## src/rtl/lsu_pkg.sv

```systemverilog
// Shared types for the load/store unit: op and state encodings, byte-lane masks
// and the op classification helpers used by both the FSM and the load aligner.
package lsu_pkg;

  typedef enum logic [3:0] {
    LB  = 4'd0,
    LBU = 4'd1,
    LH  = 4'd2,
    LHU = 4'd3,
    LW  = 4'd4,
    LWL = 4'd5,
    LWR = 4'd6,
    SB  = 4'd8,
    SH  = 4'd9,
    SW  = 4'd10
  } lsu_op_t;

  typedef enum logic [1:0] {
    IDLE   = 2'd0,
    ACCESS = 2'd1,
    RESP   = 2'd2
  } lsu_state_t;

  localparam logic [3:0] LANES_ALL     = 4'b1111;
  localparam logic [3:0] LANES_LO_HALF = 4'b0011;
  localparam logic [3:0] LANES_HI_HALF = 4'b1100;
  localparam logic [3:0] LANE_0        = 4'b0001;

  function automatic logic is_load(input lsu_op_t op);
    return op inside {LB, LBU, LH, LHU, LW, LWL, LWR};
  endfunction

  function automatic logic is_store(input lsu_op_t op);
    return op inside {SB, SH, SW};
  endfunction

  // LWL/LWR are unaligned by design and never fault.
  function automatic logic is_misaligned(input lsu_op_t op, input logic [1:0] k);
    case (op)
      LH, LHU, SH: return k[0];
      LW, SW:      return k != 2'b00;
      default:     return 1'b0;
    endcase
  endfunction

endpackage

```

## src/rtl/lsu_load_align.sv

```systemverilog
// Combinational load-data formatter: picks the addressed lane(s) out of the bus
// word, extends them, and produces the register byte lanes to be written.
module lsu_load_align
  import lsu_pkg::*;
(
  input  lsu_op_t     op,
  input  logic [1:0]  k,
  input  logic [31:0] readdata,
  output logic [31:0] data,
  output logic [3:0]  byteenable
);

  logic [31:0] shifted;
  logic [7:0]  byte_sel;
  logic [15:0] half_sel;

  // NOTE: every output of a combinational block gets a default first, so no
  // path through the case can leave it unassigned and infer a latch.
  always_comb begin
    shifted    = readdata >> {k, 3'b000};
    byte_sel   = shifted[7:0];
    half_sel   = k[1] ? readdata[31:16] : readdata[15:0];
    data       = 32'h0;
    byteenable = LANES_ALL;
    case (op)
      LB:  data = {{24{byte_sel[7]}}, byte_sel};
      LBU: data = {24'h0, byte_sel};
      LH:  data = {{16{half_sel[15]}}, half_sel};
      LHU: data = {16'h0, half_sel};
      LW:  data = readdata;
      // LWL fills the register from the top down, LWR from the bottom up.
      LWL: begin
        data       = readdata << {~k, 3'b000};
        byteenable = LANES_ALL << ~k;
      end
      LWR: begin
        data       = shifted;
        byteenable = LANES_ALL >> k;
      end
      default: byteenable = 4'b0000;
    endcase
  end

endmodule

```

## src/rtl/load_store_unit.sv

```systemverilog
// Memory-access stage: one Avalon-MM access at a time, load writeback to rt.
// Optional LSU_TIMEOUT_EN adds a waitrequest watchdog that ends the access as a bus fault.
module load_store_unit
  import lsu_pkg::*;
#(
  parameter int unsigned TIMEOUT_CYCLES = 255
)
(
  input  logic        clk,
  input  logic        rst,
  input  logic        start,
  input  logic [3:0]  op,
  input  logic [31:0] base,
  input  logic [15:0] offset,
  input  logic [31:0] rt_data,
  output logic        busy,
  output logic        done,
  output logic        addr_err,
  output logic        write_enable_ld,
  output logic [31:0] write_data_ld,
  output logic [3:0]  byteenable_ld,
  output logic [31:0] avm_address,
  output logic        avm_read,
  output logic        avm_write,
  output logic [31:0] avm_writedata,
  output logic [3:0]  avm_byteenable,
  input  logic [31:0] avm_readdata,
  input  logic        avm_waitrequest
);

  lsu_state_t  state_q, state_d;
  lsu_op_t     op_q, op_d;
  logic [1:0]  k_q, k_d;
  logic        busy_q, busy_d;
  logic        done_q, done_d;
  logic        addr_err_q, addr_err_d;
  logic        we_ld_q, we_ld_d;
  logic [31:0] wdata_ld_q, wdata_ld_d;
  logic [3:0]  be_ld_q, be_ld_d;
  logic [31:0] avm_address_q, avm_address_d;
  logic        avm_read_q, avm_read_d;
  logic        avm_write_q, avm_write_d;
  logic [31:0] avm_writedata_q, avm_writedata_d;
  logic [3:0]  avm_byteenable_q, avm_byteenable_d;

  lsu_op_t     op_in;
  logic [31:0] eff;
  logic [31:0] st_data;
  logic [3:0]  st_be;
  logic [31:0] ld_data;
  logic [3:0]  ld_be;

`ifdef LSU_TIMEOUT_EN
  localparam int unsigned CNT_W = $clog2(TIMEOUT_CYCLES + 1);
  logic [CNT_W-1:0] stall_cnt_q, stall_cnt_d;
  logic             timeout;
  assign timeout = (stall_cnt_q == CNT_W'(TIMEOUT_CYCLES - 1));
`endif

  assign op_in = lsu_op_t'(op);
  assign eff   = base + {{16{offset[15]}}, offset};

  // Store lanes and data are shaped from the request-time address and rt value.
  always_comb begin
    st_be   = LANES_ALL;
    st_data = 32'h0;
    case (op_in)
      SB: begin
        st_be   = LANE_0 << eff[1:0];
        st_data = {4{rt_data[7:0]}};
      end
      SH: begin
        st_be   = eff[1] ? LANES_HI_HALF : LANES_LO_HALF;
        st_data = {2{rt_data[15:0]}};
      end
      SW:      st_data = rt_data;
      default: st_data = 32'h0;
    endcase
  end

  lsu_load_align u_load_align (
    .op         (op_q),
    .k          (k_q),
    .readdata   (avm_readdata),
    .data       (ld_data),
    .byteenable (ld_be)
  );

  always_comb begin
    state_d          = state_q;
    op_d             = op_q;
    k_d              = k_q;
    busy_d           = busy_q;
    done_d           = 1'b0;
    addr_err_d       = 1'b0;
    we_ld_d          = 1'b0;
    wdata_ld_d       = wdata_ld_q;
    be_ld_d          = be_ld_q;
    avm_address_d    = avm_address_q;
    avm_read_d       = avm_read_q;
    avm_write_d      = avm_write_q;
    avm_writedata_d  = avm_writedata_q;
    avm_byteenable_d = avm_byteenable_q;
`ifdef LSU_TIMEOUT_EN
    stall_cnt_d      = stall_cnt_q;
`endif
    case (state_q)
      IDLE: begin
        if (start) begin
          op_d   = op_in;
          k_d    = eff[1:0];
          busy_d = 1'b1;
          if (!is_load(op_in) && !is_store(op_in)) begin
            state_d = RESP;
            done_d  = 1'b1;
          end else if (is_misaligned(op_in, eff[1:0])) begin
            state_d    = RESP;
            done_d     = 1'b1;
            addr_err_d = 1'b1;
          end else begin
            state_d          = ACCESS;
            avm_address_d    = {eff[31:2], 2'b00};
            avm_read_d       = is_load(op_in);
            avm_write_d      = is_store(op_in);
            avm_byteenable_d = st_be;
            avm_writedata_d  = st_data;
`ifdef LSU_TIMEOUT_EN
            stall_cnt_d      = '0;
`endif
          end
        end
      end
      ACCESS: begin
        if (!avm_waitrequest) begin
          state_d     = RESP;
          done_d      = 1'b1;
          avm_read_d  = 1'b0;
          avm_write_d = 1'b0;
          if (is_load(op_q)) begin
            we_ld_d    = 1'b1;
            wdata_ld_d = ld_data;
            be_ld_d    = ld_be;
          end
        end
`ifdef LSU_TIMEOUT_EN
        else if (timeout) begin
          state_d     = RESP;
          done_d      = 1'b1;
          addr_err_d  = 1'b1;
          avm_read_d  = 1'b0;
          avm_write_d = 1'b0;
        end else begin
          stall_cnt_d = stall_cnt_q + CNT_W'(1);
        end
`endif
      end
      RESP: begin
        state_d = IDLE;
        busy_d  = 1'b0;
      end
      default: begin
        state_d = IDLE;
        busy_d  = 1'b0;
      end
    endcase
  end

  // NOTE: state registers use non-blocking assignments so every flop samples
  // its _d value from before the edge, regardless of statement order.
  always_ff @(posedge clk) begin
    if (rst) begin
      state_q          <= IDLE;
      op_q             <= LB;
      k_q              <= 2'b00;
      busy_q           <= 1'b0;
      done_q           <= 1'b0;
      addr_err_q       <= 1'b0;
      we_ld_q          <= 1'b0;
      wdata_ld_q       <= 32'h0;
      be_ld_q          <= 4'h0;
      avm_address_q    <= 32'h0;
      avm_read_q       <= 1'b0;
      avm_write_q      <= 1'b0;
      avm_writedata_q  <= 32'h0;
      avm_byteenable_q <= 4'h0;
`ifdef LSU_TIMEOUT_EN
      stall_cnt_q      <= '0;
`endif
    end else begin
      state_q          <= state_d;
      op_q             <= op_d;
      k_q              <= k_d;
      busy_q           <= busy_d;
      done_q           <= done_d;
      addr_err_q       <= addr_err_d;
      we_ld_q          <= we_ld_d;
      wdata_ld_q       <= wdata_ld_d;
      be_ld_q          <= be_ld_d;
      avm_address_q    <= avm_address_d;
      avm_read_q       <= avm_read_d;
      avm_write_q      <= avm_write_d;
      avm_writedata_q  <= avm_writedata_d;
      avm_byteenable_q <= avm_byteenable_d;
`ifdef LSU_TIMEOUT_EN
      stall_cnt_q      <= stall_cnt_d;
`endif
    end
  end

  assign busy            = busy_q;
  assign done            = done_q;
  assign addr_err        = addr_err_q;
  assign write_enable_ld = we_ld_q;
  assign write_data_ld   = wdata_ld_q;
  assign byteenable_ld   = be_ld_q;
  assign avm_address     = avm_address_q;
  assign avm_read        = avm_read_q;
  assign avm_write       = avm_write_q;
  assign avm_writedata   = avm_writedata_q;
  assign avm_byteenable  = avm_byteenable_q;

endmodule

```

## config.mk

```make
export PLATFORM = sky130hd
export DESIGN_NAME = load_store_unit
export DESIGN_NICKNAME = d
export VERILOG_FILES = /design/src/rtl/lsu_pkg.sv /design/src/rtl/lsu_load_align.sv /design/src/rtl/load_store_unit.sv
export SDC_FILE = /design/constraint.sdc
export NUM_CORES = 1
export LEC_CHECK = 0
export BUFFER_PORTS_ARGS = -buffer_cell sky130_fd_sc_hd__buf_2
export CAP_MARGIN = 20
export CORE_MARGIN = 2
export CORE_UTILIZATION = 35
export CTS_BUF_LIST = sky130_fd_sc_hd__clkbuf_4 sky130_fd_sc_hd__clkbuf_8 sky130_fd_sc_hd__clkbuf_16
export CTS_CLUSTER_SIZE = 8
export DETAILED_ROUTE_END_ITERATION = 10
export PLACE_DENSITY = 0.67
export SETUP_SLACK_MARGIN = 0.3
export SLEW_MARGIN = 20
export SYNTH_ARGS = -nofsm -noshare
export SYNTH_HDL_FRONTEND = slang
export SYNTH_SLANG_ARGS = --single-unit
```

## constraint.sdc

```tcl
create_clock -name clk -period 3 [get_ports clk]
set_input_delay 0.45 -clock clk [delete_from_list [all_inputs] [get_ports clk]]
set_output_delay 0.45 -clock clk [all_outputs]
set_load 0.1 [all_outputs]
```

==> impl.org, run 1 <==
** Cells and area
- From synthesis to final layout, the design area changed by 28.3%.
- Of the cells placed in the final design, the portion with a size suffix greater than 1 is 27.9%.
- Seq. cell area :: 0.00232 sq mm
- Util after Layout :: 46.1%
- Area used by multi-input combinational logic :: 0.00469 sq mm
- Finished Layout Cells :: 1,420
- Final #Nets :: 1,285
- After routing the design area is 0.00942 sq mm.
- Counting the fill cells in the layout gives 2,047.

** Logic synthesis
- Yosys warns :: 0
- Count of flip-flops with a built-in enable after synthesis :: 0
- Most area-hungry cell type in the Yosys netlist :: dfxtp_1
- Share of synthesized area occupied by flip-flops and latches :: 31.6%
- Most frequently used flop master after synthesis :: dfxtp_1
- In this run the mean area of a mapped cell was 7.90 sq um.
- Biggest area contributors in the synthesized netlist :: dfxtp_1, nor2_1, a21oi_1
- Ys async rst share :: 0%
- nor2_1 is the most common cell in the netlist.
- Summing every instance area after synthesis gives 0.00734 sq mm.
- Counting flops and latches in the post-synthesis netlist gives 116.
- Sorting the synthesized cells by how often they occur yields nor2_1, dfxtp_1, a21oi_1, nand2_1, nor3_1.
- Synthesis handed over a netlist of 929 instances.
- The synthesized netlist contains 73 unique library cells.
- The share of synthesized area in the top cell type comes to 31.6%.

** Worst setup path
- Worst R2R End :: write_data_ld[26]$_SDFFE_PP0P_
- Buffer and inverter count on the worst path :: 1
- Crit Path Max Fanout :: 4
- Kind of cell adding the most delay to the critical path :: compound AO/OA/AOI/OAI gates
- The worst register-to-register path has a setup slack of 0.83 ns.
- Data on the critical path is required at its endpoint by 3.33 ns.
- Critical Path Slowest Stage Cell :: a2111oi_0
- For this run, the slowest stage of the critical path takes 0.44 ns.
- Launching element type of the critical path :: input pin
- Worst-path cell chain :: buf_2 > ha_1 > fa_1 > a21o_1 > a221o_1 > o211ai_2 > a41oi_2 > a2111oi_0 > a21oi_1 > o31ai_1
- FF-to-FF path depth :: 7
- Critical Path AT :: 2.91 ns
- The worst register-to-register path begins at k_q[1]$_SDFFE_PP0P_.
- STA classifies the critical path endpoint as a register.
- The worst setup path is of the in2reg kind.

** Route
- Total wire length after detailed routing :: 24,800 um
- DRC marker count from the first detailed-route iteration :: 535
- Remaining number of nets flagged by the antenna check after routing :: 0
- First-pass detailed-route iteration total :: 5
- Using the TritonRoute via totals, the vias-per-cell ratio works out to 5.58.
- Average detailed-routed wire length per instance :: 17.4 um
- Detailed routing inserted a total of 7,926 vias.
- Final routed DRC violation total :: 0

** STA
- Clock period minus worst slack :: 2.58 ns
- Setup violations remaining at the end of the flow were counted as 0.
- Measured against its own limit, the worst slew margin works out to 52.7%.
- At the pin with the least slew margin, the transition time is 0.707 ns.
- Hold violation total from the final report :: 0
- Max-slew violation count :: 0
- Max Clock Skew :: 0.00724 ns
- Derived from the worst setup path, the maximum achievable clock frequency is 387 MHz.
- Period Utilization, post-route :: 86.0%
- RSZ-0062 raised after global routing :: false
- Fin Setup TNS :: 0 ns

** Global routing
- First-pass GRT wire length :: 38,700 um
- Overflow left after global routing :: 0
- Vias in the first global route :: 7,432
- Global routing used 21.9% of the available tracks.
- The initial antenna violation count is 3.
- Entering global routing, the biggest net connects 59 pins.

** Placed design
- Placed cell count :: 1,384
- During placement, the flow inserted port buffers numbering 227.
- Placement Cell Area :: 0.00876 sq mm
- Placer Congestion :: 0.948
- Dpl hpwl :: 18,400 um

** Floorplanning
- After floorplanning, the core was sized to cover 0.0204 sq mm.
- Die area :: 0.0221 sq mm
- Number of placed I/O pins :: 230
- The floorplan step set the die height to 149 um.
- Site Rows :: 52
- The floorplan step set the die width to 149 um.
- For this configuration, the core starts out at a cell density of 35.9%.

** Power
- Total power :: 0.00601 W
- Maximum vdd drop :: 0.000377 V
- Summed over all cells, the static leakage comes to 4.15 nW.
- Power per standard cell area :: 638 mW/mm^2

** Clock network
- Clock tree from TritonCTS :: built
- The later pin in the worst-skew pair is clocked with a latency of 0.42 ns.
- Clock slew at reported path FFs :: 0.05 ns
- The tree is rooted in a clkbuf_16.
- Once the clock tree was built, the setup fixing pass inserted 0 buffers.
- No sink is reached through more buffers than the 2 on the longest clock path.
- The H-tree was split into 4 levels.
- In this run, CTS created clock tree buffers numbering 17.
- In this run, post-CTS hold repair placed 0 buffers.
- Gates resized during post-CTS repair numbered 0.
- For this design, the sink count on the clock tree is 116.

** Run status
- Status :: complete, no violations

** Min path
- The worst hold path begins at avm_waitrequest.
- Worst hold-check path type :: in2reg
- Depth of the worst hold-timing path :: 3
- Hold path endpoint :: state_q[0]$_SDFFE_PP0P_

** Job
- Max-cap violations in this run came to 0.
==> routing by layer <==
layer  vias up  part of all wire [%]  routed length [um]  global-route usage [%]
met5         -                 0.048                  12                       0
met2       382                    45               11300                    35.0
met3        44                   9.0                2220                    5.08
met4         2                   2.6                 632                    7.95
li1       3860                     -                   -                       -
met1      3638                    43               10600                    29.0
==> cell usage in the layout (no fill, tap or decap), types with 19 or more instances in the layout <==
cell type | synthesis | layout
nand2_1 | 81 | 80
and3_1 | 19 | 19
nor2_1 | 129 | 129
nor3_1 | 61 | 61
a221oi_1 | 26 | 26
a211oi_1 | 37 | 37
a21oi_1 | 88 | 88
buf_2 | 20 | 226
o21ai_0 | 26 | 26
buf_4 | 3 | 28
dfxtp_1 | 116 | 116
ha_1 | 31 | 31
==> flip-flops by register name, summed over array words and instances (netlist names) <==
| register | flops |
|---|---|
| avm_read | 1 |
| k_q | 2 |
| state_q | 2 |
| done | 1 |
| avm_address | 30 |
| avm_byteenable | 4 |
| avm_writedata | 32 |
| addr_err | 1 |
| op_q | 4 |
| busy | 1 |
| write_data_ld | 32 |
| avm_write | 1 |
| byteenable_ld | 4 |
| write_enable_ld | 1 |
==> worst max-delay path by stage <==
stage                     slack [ns]                      endpoint       from  cells after the start
after floorplan                 0.33  avm_address[23]$_SDFFE_PP0P_  offset[0]                     11
after global placement          0.08  avm_address[30]$_SDFFE_PP0P_  offset[0]                     10
after detailed placement        0.05  avm_address[30]$_SDFFE_PP0P_  offset[0]                     10
after CTS                       0.48  avm_address[30]$_SDFFE_PP0P_  offset[0]                     10
after global routing            0.30  avm_address[30]$_SDFFE_PP0P_  offset[0]                     10
final                           0.42  avm_address[30]$_SDFFE_PP0P_  offset[0]                     10
==> final cells by class <==
cell class              count  share of cell area (%)
well taps                 270                    3.59
repair buffers            256                    14.7
diodes                      4                   0.106
flip-flops and latches    116                    24.7
clock inverters            13                    2.10
multi-input cells         733                    49.8
inverters                   9                   0.359
clock buffers              19                    4.74
==> logic make-up after synthesis <==
| logic type | Yosys count | share of synthesized area (%) |
|---|---|---|
| and+or+nand+nor | 354 | 22.2 |
| AOI/OAI and AO/OA | 291 | 27.3 |
| DFF | 116 | 31.6 |
| buffers and inverters | 81 | 4.74 |
| adders and majority gates | 32 | 5.56 |
| muxes | 31 | 5.74 |
| xor gates and xnor gates | 23 | 2.74 |
| other | 1 | 0.0511 |
==> through the flow <==
step	worst slack [ns]	hold WS (ns)
floorplan	0.326	0.565
global placement	0.0788	0.437
detailed placement	0.0537	0.442
CTS	0.477	0.284
global route	0.301	0.315
finish	0.419	0.297
==> where the power goes <==
part           switching, W  internal, W
logic               0.00151     0.000521
registers         0.0000785      0.00166
clock network      0.000805      0.00143
total               0.00239      0.00362
==> worst min-delay path, stage by stage <==
cell,delay [ns]
buf_2,0.11
nand2_1,0.05
a21oi_1,0.05
(Power assumes the default switching activity.)
==> run 2: changes to the inputs <==
==> constraint.sdc (replaced) <==
create_clock -name clk -period 3 [get_ports clk]
set_input_delay 0.6 -clock clk [delete_from_list [all_inputs] [get_ports clk]]
set_output_delay 0.6 -clock clk [all_outputs]
set_load 0.1 [all_outputs]
==> run 2 against run 1 <==
Sequential power barely moved. First-iteration DRC count fell by 3.6%. Sequential share of layout area fell by 0.28 points. Routed wire length rose by 0.80%. Setup slack got worse by 0.028 ns. Critical path type unchanged. Die area did not move. Largest cell class unchanged.
==> impl.org, run 2 (synthesis gave the netlist of run 1 again) <==
** Global routing
- Overflow left after global routing :: 0
- First-pass GRT wire length :: 39,100 um
- Entering global routing, the biggest net connects 68 pins.
- Vias in the first global route :: 7,509
- The initial antenna violation count came to 4.
- In the global route stage, overall resource usage came out at 22.1%.

** Floorplanning
- The die covers 0.0221 sq mm.
- Site Rows :: 52
- Core area :: 0.0204 sq mm
- Number of placed I/O pins :: 230
- For this configuration, the core starts out at a cell density of 35.9%.
- The die is 149 um wide.
- Die Y :: 149 um

** Clock network
- Clock slew at reported path FFs :: 0.06 ns
- Clock tree synthesis selected as its root buffer the cell clkbuf_16.
- For this design, the sink count on the clock tree is 116.
- Counting along the longest clock path gives a buffer depth of 2.
- Clock latency at the later pin of the worst-skew pair :: 0.42 ns
- Clock tree from TritonCTS :: built
- TritonCTS buffer count :: 17
- Clock H-tree levels :: 4
- Hold buffer count at cts :: 0
- Resize count post-CTS :: 0
- Post CTS Setup Buffer Count :: 0

** Cells and area
- For this run, the share of the core covered by cells in the final layout is 46.6%.
- The top cell types in the final layout, fill and taps aside, are buf_2, nor2_1, dfxtp_1.
- Seq. cell area :: 0.00232 sq mm
- The filler cells instantiated in the layout total 2,070.
- Summing all non-filler instances in the final layout gives an area of 0.00953 sq mm.
- In the final design database the tool counted 1,302 nets.
- Leaving out fill and tap cells, the most frequent cell in the layout is buf_2.
- Area used by multi-input combinational logic :: 0.00470 sq mm
- The post-route netlist has 29.2% of its cells at a drive strength greater than 1.
- From synthesis to final layout, the design area changed by 29.8%.

** STA
- In this run the tightest slew margin relative to its limit is 54.5%.
- Setup violations remaining at the end of the flow were counted as 0.
- For the pin with the worst max-slew slack, the measured transition is 0.683 ns.
- Counting I/O delays and the setup requirement, the final critical path takes 2.61 ns.
- Fin Setup TNS :: 0 ns
- Hold violation total from the final report :: 0
- Max Clock Freq :: 383 MHz
- Clock skew on the completed layout was measured at 0.00710 ns.
- Min Hold Slack :: 0.448 ns
- Max-slew violation count :: 0
- RSZ-0062 raised after global routing :: false
- Period Utilization, post-route :: 87.0%

** Run status
- Status :: complete, no violations

** Worst setup path
- Launching element type of the critical path :: input pin
- For the worst setup path, the data required time is 3.33 ns.
- Sort of element at the end of the critical path :: register
- Crit Path Max Fanout :: 4
- For the worst flop-to-flop path, the logic depth is 7.
- Crit path kind :: in2reg
- Critical Path AT :: 2.94 ns

** Route
- In this run the remaining antenna-violating nets after routing total 0.
- Average detailed-routed wire length per instance :: 17.4 um
- The routed layout has 8,091 vias.
- Final routed DRC violation total :: 0
- Routed via count divided by cell count :: 5.63
- First-pass detailed-route iteration total :: 5
- DRC marker count from the first detailed-route iteration :: 516
- For this block, the routed nets add up to 25,000 um of wire.

** Placed design
- Port Buffers :: 227
- Dpl hpwl :: 18,800 um
- Placement Cell Area :: 0.00893 sq mm
- Placer Congestion :: 0.903

** Power
- Maximum vdd drop :: 0.000368 V
- The analysis attributes to cell leakage a power of 4.21 nW.
- Power per standard cell area :: 612 mW/mm^2

** Min path
- Counting instances, the worst hold path has a depth of 2.
- The path class of the tightest hold or removal check is reg2reg.

** Job
- Max-cap violations in this run came to 0.
[run 2: power by group]
part           total, W  internal (W)  switching (W)
logic           0.00206      0.000547        0.00151
clock network   0.00203       0.00123       0.000807
registers       0.00174       0.00166      0.0000806
[run 2: path summary, 6_finish.rpt]
| kind | to | slack (ns) | start |
|---|---|---|---|
| worst max-delay path | avm_address[30]$_SDFFE_PP0P_ | 0.39 | offset[0] |
| worst max register to register | write_data_ld[26]$_SDFFE_PP0P_ | 0.80 | k_q[1]$_SDFFE_PP0P_ |
| worst min register to register | avm_address[13]$_SDFFE_PP0P_ | 0.45 | avm_address[13]$_SDFFE_PP0P_ |
| worst min-delay path | avm_address[13]$_SDFFE_PP0P_ | 0.45 | avm_address[13]$_SDFFE_PP0P_ |
[run 2: metrics by stage]
step | setup slack (ns) | total power [W] | std cells
floorplan | 0.295 | 0.00333 | 930
global placement | 0.0350 | 0.00380 | 1401
detailed placement | 0.0101 | 0.00381 | 1401
CTS | 0.436 | 0.00586 | 1433
global route | 0.322 | 0.00608 | 1434
finish | 0.391 | 0.00583 | 1437
[run 2: routing by layer]
layer / vias up / share of wire, % / GRT usage [%] / wire length [um]
li1: 3902 / - / - / -
met1: 3773 / 43 / 28.2 / 10700
met2: 370 / 46 / 35.4 / 11400
met3: 44 / 8.6 / 6.30 / 2150
met4: 2 / 2.8 / 8.71 / 696
met5: - / 0.048 / 0 / 12
[run 2: worst max-delay path: stages]
cell       delay, ns
buf_2           0.10
ha_1            0.23
fa_1            0.39
a21o_1          0.21
a221o_1         0.37
o211ai_2        0.26
a41oi_2         0.23
a2111oi_2       0.41
a21oi_1         0.07
o31ai_1         0.07
[run 2: area by class of cell]
| class | instances | share of cell area [%] |
|---|---|---|
| tap | 270 | 3.55 |
| timing repair buffer | 273 | 16.1 |
| inverter | 9 | 0.355 |
| clock buffer | 17 | 4.47 |
| antenna | 4 | 0.105 |
| multi-input combinational | 733 | 49.4 |
| sequential | 116 | 24.4 |
| clock inverter | 15 | 1.66 |
